[config.mk]
export PLATFORM = sky130hd
export DESIGN_NAME = frame_deserializer_flat
export DESIGN_NICKNAME = d
export VERILOG_FILES = /design/src/rtl/frame_deserializer_if.sv /design/src/rtl/frame_deserializer.sv /design/src/flat_wrapper.sv
export SDC_FILE = /design/constraint.sdc
export NUM_CORES = 1
export LEC_CHECK = 0
export ABC_AREA = 1
export BUFFER_PORTS_ARGS = -buffer_cell sky130_fd_sc_hd__buf_2
export CORE_AREA = 4 4 103 105
export CTS_CLUSTER_SIZE = 28
export DETAILED_ROUTE_END_ITERATION = 7
export DIE_AREA = 0 0 107 109
export SKIP_CTS_REPAIR_TIMING = 1
export SLEW_MARGIN = 20
export SYNTH_ARGS = -nofsm -noshare
export SYNTH_HDL_FRONTEND = slang
export SYNTH_SLANG_ARGS = --single-unit
[constraint.sdc]
create_clock -name clk -period 2.3 [get_ports clk]
set_input_delay 0.23 -clock clk [delete_from_list [all_inputs] [get_ports clk]]
set_output_delay 0.23 -clock clk [all_outputs]
set_load 0.005 [all_outputs]
[src/rtl/frame_deserializer_if.sv]
// rtl/frame_deserializer_if.sv - serial timestamp link receive-side signal bundle
interface frame_deserializer_if;
    logic        din;
    logic [31:0] data_out;
    logic        valid;
    logic        sync_err;
    logic        busy;

    modport master (
        output din,
        input  data_out,
        input  valid,
        input  sync_err,
        input  busy
    );

    modport slave (
        input  din,
        output data_out,
        output valid,
        output sync_err,
        output busy
    );
endinterface

[src/rtl/frame_deserializer.sv]
// rtl/frame_deserializer.sv - 40-bit sync-framed serial to 32-bit word decoder
module frame_deserializer #(
    parameter int IDLE_GAP = 16
) (
    input  logic                 clk,
    input  logic                 rst,
    frame_deserializer_if.slave  link
);
    localparam int GW = $clog2(IDLE_GAP + 1);

    typedef enum logic [2:0] {
        S_HOLDOFF,
        S_IDLE,
        S_DATA,
        S_SYNC0,
        S_SYNC1
    } state_t;

    state_t        state_q;
    logic          s1_q;
    logic          s2_q;
    logic          prev_q;
    logic [GW-1:0] gapcnt_q;
    logic [2:0]    bitcnt_q;
    logic [1:0]    bytecnt_q;
    logic [31:0]   word_q;
    logic [31:0]   word_nx;
    logic [31:0]   data_out_q;
    logic          valid_q;
    logic          sync_err_q;
    logic          busy_q;

    // Current sample written into its final bit position of the word
    always_comb begin
        word_nx = word_q;
        word_nx[{bytecnt_q, bitcnt_q}] = s2_q;
    end

    always_ff @(posedge clk) begin
        if (rst) begin
            state_q    <= S_HOLDOFF;
            s1_q       <= 1'b0;
            s2_q       <= 1'b0;
            prev_q     <= 1'b0;
            gapcnt_q   <= '0;
            bitcnt_q   <= '0;
            bytecnt_q  <= '0;
            word_q     <= '0;
            data_out_q <= '0;
            valid_q    <= 1'b0;
            sync_err_q <= 1'b0;
            busy_q     <= 1'b0;
        end else begin
            s1_q       <= link.din;
            s2_q       <= s1_q;
            prev_q     <= s2_q;
            valid_q    <= 1'b0;
            sync_err_q <= 1'b0;

            unique case (state_q)
                S_HOLDOFF: begin
                    if (s2_q) begin
                        gapcnt_q <= '0;
                    end else if (gapcnt_q == GW'(IDLE_GAP - 1)) begin
                        gapcnt_q <= '0;
                        state_q  <= S_IDLE;
                    end else begin
                        gapcnt_q <= gapcnt_q + GW'(1);
                    end
                end
                S_IDLE: begin
                    // Only a genuine low-to-high transition marks the first sync
                    if (!prev_q && s2_q) begin
                        bitcnt_q  <= '0;
                        bytecnt_q <= '0;
                        busy_q    <= 1'b1;
                        state_q   <= S_DATA;
                    end
                end
                S_DATA: begin
                    word_q   <= word_nx;
                    bitcnt_q <= bitcnt_q + 3'd1;
                    if (bitcnt_q == 3'd7) begin
                        if (bytecnt_q == 2'd3) begin
                            data_out_q <= word_nx;
                            valid_q    <= 1'b1;
                            busy_q     <= 1'b0;
                            state_q    <= S_IDLE;
                        end else begin
                            bytecnt_q <= bytecnt_q + 2'd1;
                            state_q   <= S_SYNC0;
                        end
                    end
                end
                S_SYNC0: begin
                    if (s2_q) begin
                        sync_err_q <= 1'b1;
                        busy_q     <= 1'b0;
                        gapcnt_q   <= '0;
                        state_q    <= S_HOLDOFF;
                    end else begin
                        state_q <= S_SYNC1;
                    end
                end
                S_SYNC1: begin
                    if (!s2_q) begin
                        sync_err_q <= 1'b1;
                        busy_q     <= 1'b0;
                        gapcnt_q   <= '0;
                        state_q    <= S_HOLDOFF;
                    end else begin
                        bitcnt_q <= '0;
                        state_q  <= S_DATA;
                    end
                end
                default: begin
                    gapcnt_q <= '0;
                    state_q  <= S_HOLDOFF;
                end
            endcase
        end
    end

    assign link.data_out = data_out_q;
    assign link.valid    = valid_q;
    assign link.sync_err = sync_err_q;
    assign link.busy     = busy_q;
endmodule

[src/flat_wrapper.sv]
// flat-port wrapper written by rule: the top's interface ports become plain ports
module frame_deserializer_flat 
#(
    parameter int IDLE_GAP = 16
)
  (clk, rst, link_din, link_data_out, link_valid, link_sync_err, link_busy);
  frame_deserializer_if link_i ();
  input  logic clk;
  input  logic rst;
  input wire logic [$bits(link_i.din)-1:0] link_din;
  output wire logic [$bits(link_i.data_out)-1:0] link_data_out;
  output wire logic [$bits(link_i.valid)-1:0] link_valid;
  output wire logic [$bits(link_i.sync_err)-1:0] link_sync_err;
  output wire logic [$bits(link_i.busy)-1:0] link_busy;
  assign link_i.din = link_din;
  assign link_data_out = link_i.data_out;
  assign link_valid = link_i.valid;
  assign link_sync_err = link_i.sync_err;
  assign link_busy = link_i.busy;
  frame_deserializer #(.IDLE_GAP(IDLE_GAP)) u_core (.clk(clk), .rst(rst), .link(link_i));
endmodule
==> impl_metrics.toml <==
[run_status]
status = "finished clean"

[grt]
grt_pass1_vias = 3244
gr-usage-met1 = 0.195
grt_pass1_wl_microns = 15000
top_usage_layer = "met2"
grt_max_degree = 45
grt_usage = 0.160
use_met2 = 0.271
antenna_found_initial = 0
overflow = 0
met3_usage = 0.0391

[power]
power.total_uw = 2860
p_leak_uw = 0.00179
power_density_mw_per_mm2 = 675
max-vdd-ir-drop_v = 0.000278

[clock_network]
cts_buffer_depth = 2
clock_sinks = 83
clk_root_buffer_cell = "clkbuf_8"
insertion_delay_ns = 0.36
clk_transition_reported_paths_ns = 0.08
htree_levels = 3
numCtsBuffers = 9
cts_tree = "yes"

[timing]
slew_headroom = 0.679
fin_tns_setup_ns = 0
finClkSkew_ns = 0.0114
min_period_ns = 2.00
finalHoldViolCount = 0
fmax_mhz = 500
period_share = 0.870
setup_viol = 0
maxSlewViolCount = 0
holdWs_ns = 0.0768
worst_slew_pin_slew_ns = 0.481
rsz0062_at_grt = "no"

[floorplan]
dieArea_sq_mm = 0.0117
fp-row-count = 36
ios = 38
core_area_sq_mm = 0.00964
die_width_microns = 107
start_util = 0.397
dieHeight_microns = 109

[setup_path]
path_buf_inv = 1
critPathMostFrequentCell = "ha_1"
crit_fanout = 34
cpPeakStageDelay_ns = 0.40
cp-end-kind = "flop"
crit_family = "adder cells"
cp.arrival_ns = 2.30
r2r-end = "u_core.link.data_out[15]"
worstPathRequired_ns = 2.60
rr_startpoint = "u_core.bitcnt_q[1]"
cp_slowest_cell = "dfxtp_1"
cp.depth = 6
r2r_slack_ns = 0.30
start_kind = "flop"
ff2ff_path_depth = 6
criticalPathCategory = "flop to flop"
cp_cell_sequence = "ha_1 -> ha_1 -> nand3_4 -> inv_4 -> nand2_1 -> a21oi_1"

[yosys]
synth_edf_count = 0
yosysWarnings = 0
synth_top_cell_by_area = "dfxtp_1"
async_flop_share = 0
ys_top_cells_by_area = "dfxtp_1, nand2_1, o21ai_0"
ys_ff_latch = 83
syn-cell-area_sq_mm = 0.00383
synth_common_cells = "nand2_1, dfxtp_1, o21ai_0"
yosysMostFrequentCell = "nand2_1"
syn_inst = 533
yosys.area.top_type_share = 0.434
ys.flop_type = "dfxtp_1"
syn-num-nets = 546
yosysUniqueCellTypes = 27
avgSynthCellArea_sq_um = 7.19
ys_seq_area_frac = 0.434

[worst_hold_path]
whs_endpoint = "u_core.s1_q"
hp-class = "input port to flop"
whs_path_depth = 3
min_from = "link_din"

[route]
dr.pass1.iters = 4
viasPerCell = 4.85
drc_errors = 0
routedWlPerCell_microns = 12.7
drt_iter0_markers = 195
vias = 3334
wl_microns = 8700
ant_nets = 0

[finish]
drive_above_1_share = 0.125
antennaDiodeCount = 0
area_delta_synth_final_pct = 10.8
stdcell_area_sq_mm = 0.00425
final_nets = 562
postLayoutCoreUtil = 0.440
fill_cells = 1038

[run]
drv_cap = 0

[placed_design]
port-buffer-count = 37
hpwlAfterDp_microns = 5550
place_congestion = 0.797
placed_area_sq_mm = 0.00403
==> cells in the final DEF, fill, tap and decap left out, types with 3 or more instances in the layout <==
| cell | Yosys | layout |
|---|---|---|
| o21a_1 | 13 | 13 |
| buf_2 | 19 | 37 |
| a21oi_1 | 46 | 46 |
| ha_1 | 10 | 10 |
| buf_4 | 5 | 6 |
| clkinv_2 | 1 | 3 |
| dfxtp_1 | 83 | 83 |
| nand3_1 | 45 | 45 |
| o21ai_1 | 6 | 6 |
| nand2_1 | 126 | 126 |
| nor2_1 | 55 | 55 |
| o211ai_1 | 3 | 3 |
| clkbuf_8 | 0 | 9 |
| o21ai_0 | 59 | 59 |
| inv_1 | 36 | 36 |
==> sequential cells by signal, indices dropped and copies added (netlist names) <==
name,cells
u_core.link.data_out,32
u_core.word_q,32
u_core.gapcnt_q,5
u_core.bitcnt_q,3
u_core.state_q,3
u_core.bytecnt_q,2
u_core.link.busy,1
u_core.link.sync_err,1
u_core.link.valid,1
u_core.prev_q,1
u_core.s1_q,1
u_core.s2_q,1
==> cells by family after synthesis <==
logic type | share of synthesized area
adder cells (fa/ha/maj) | 0.0327
flip-flops | 0.434
AND/OR/NAND/NOR | 0.259
buffers and inverters | 0.0957
AO/OA/AOI/OAI | 0.178
==> power by group <==
part	internal [uW]	switching, uW	leakage (uW)	total (uW)
sequential	1470	31.9	0.000670	1500
combinational	77.6	141	0.00101	219
clock	609	533	0.000113	1140
total	2160	706	0.00179	2860
==> metrics by stage <==
| step | worst slack (ns) | cells |
|---|---|---|
| 2_1_floorplan | 0.939 | 533 |
| 6_report | 0.300 | 687 |
| 5_1_grt | 0.124 | 687 |
| 3_5_place_dp | 0.181 | 671 |
| 3_3_place_gp | 0.279 | 671 |
| 4_1_cts | 0.157 | 687 |
==> layer usage <==
metal | wire length (microns) | up-vias
li1 | - | 1757
met1 | 4340 | 1521
met2 | 3940 | 47
met3 | 287 | 9
met4 | 130 | 0
met5 | 0 | -
==> layout make-up <==
type | instances | area [sq um] | share of cell area
Clock buffer | 9 | 124 | 0.0292
Clock inverter | 7 | 92.6 | 0.0218
Inverter | 39 | 149 | 0.0351
Multi-Input combinational cell | 372 | 1800 | 0.424
Sequential cell | 83 | 1660 | 0.391
Tap cell | 133 | 166 | 0.0392
Timing Repair Buffer | 44 | 250 | 0.0589
==> worst register-to-register path, cell delays in order, from the launching register on <==
cell and delay (ns):
dfxtp_1 0.40, ha_1 0.38, ha_1 0.28, nand3_4 0.23, inv_4 0.37, nand2_1 0.14
a21oi_1 0.14
==> worst max-delay path by stage <==
stage                        from  slack [ns]                        to
6_report       u_core.bitcnt_q[1]        0.30  u_core.link.data_out[15]
5_1_grt        u_core.bitcnt_q[1]        0.12  u_core.link.data_out[24]
4_1_cts        u_core.bitcnt_q[0]        0.16  u_core.link.data_out[24]
3_5_place_dp   u_core.bitcnt_q[0]        0.18  u_core.link.data_out[24]
3_3_place_gp   u_core.bitcnt_q[0]        0.28  u_core.link.data_out[24]
2_1_floorplan  u_core.bitcnt_q[0]        0.94          u_core.link.busy
(Power assumes the default switching activity.)
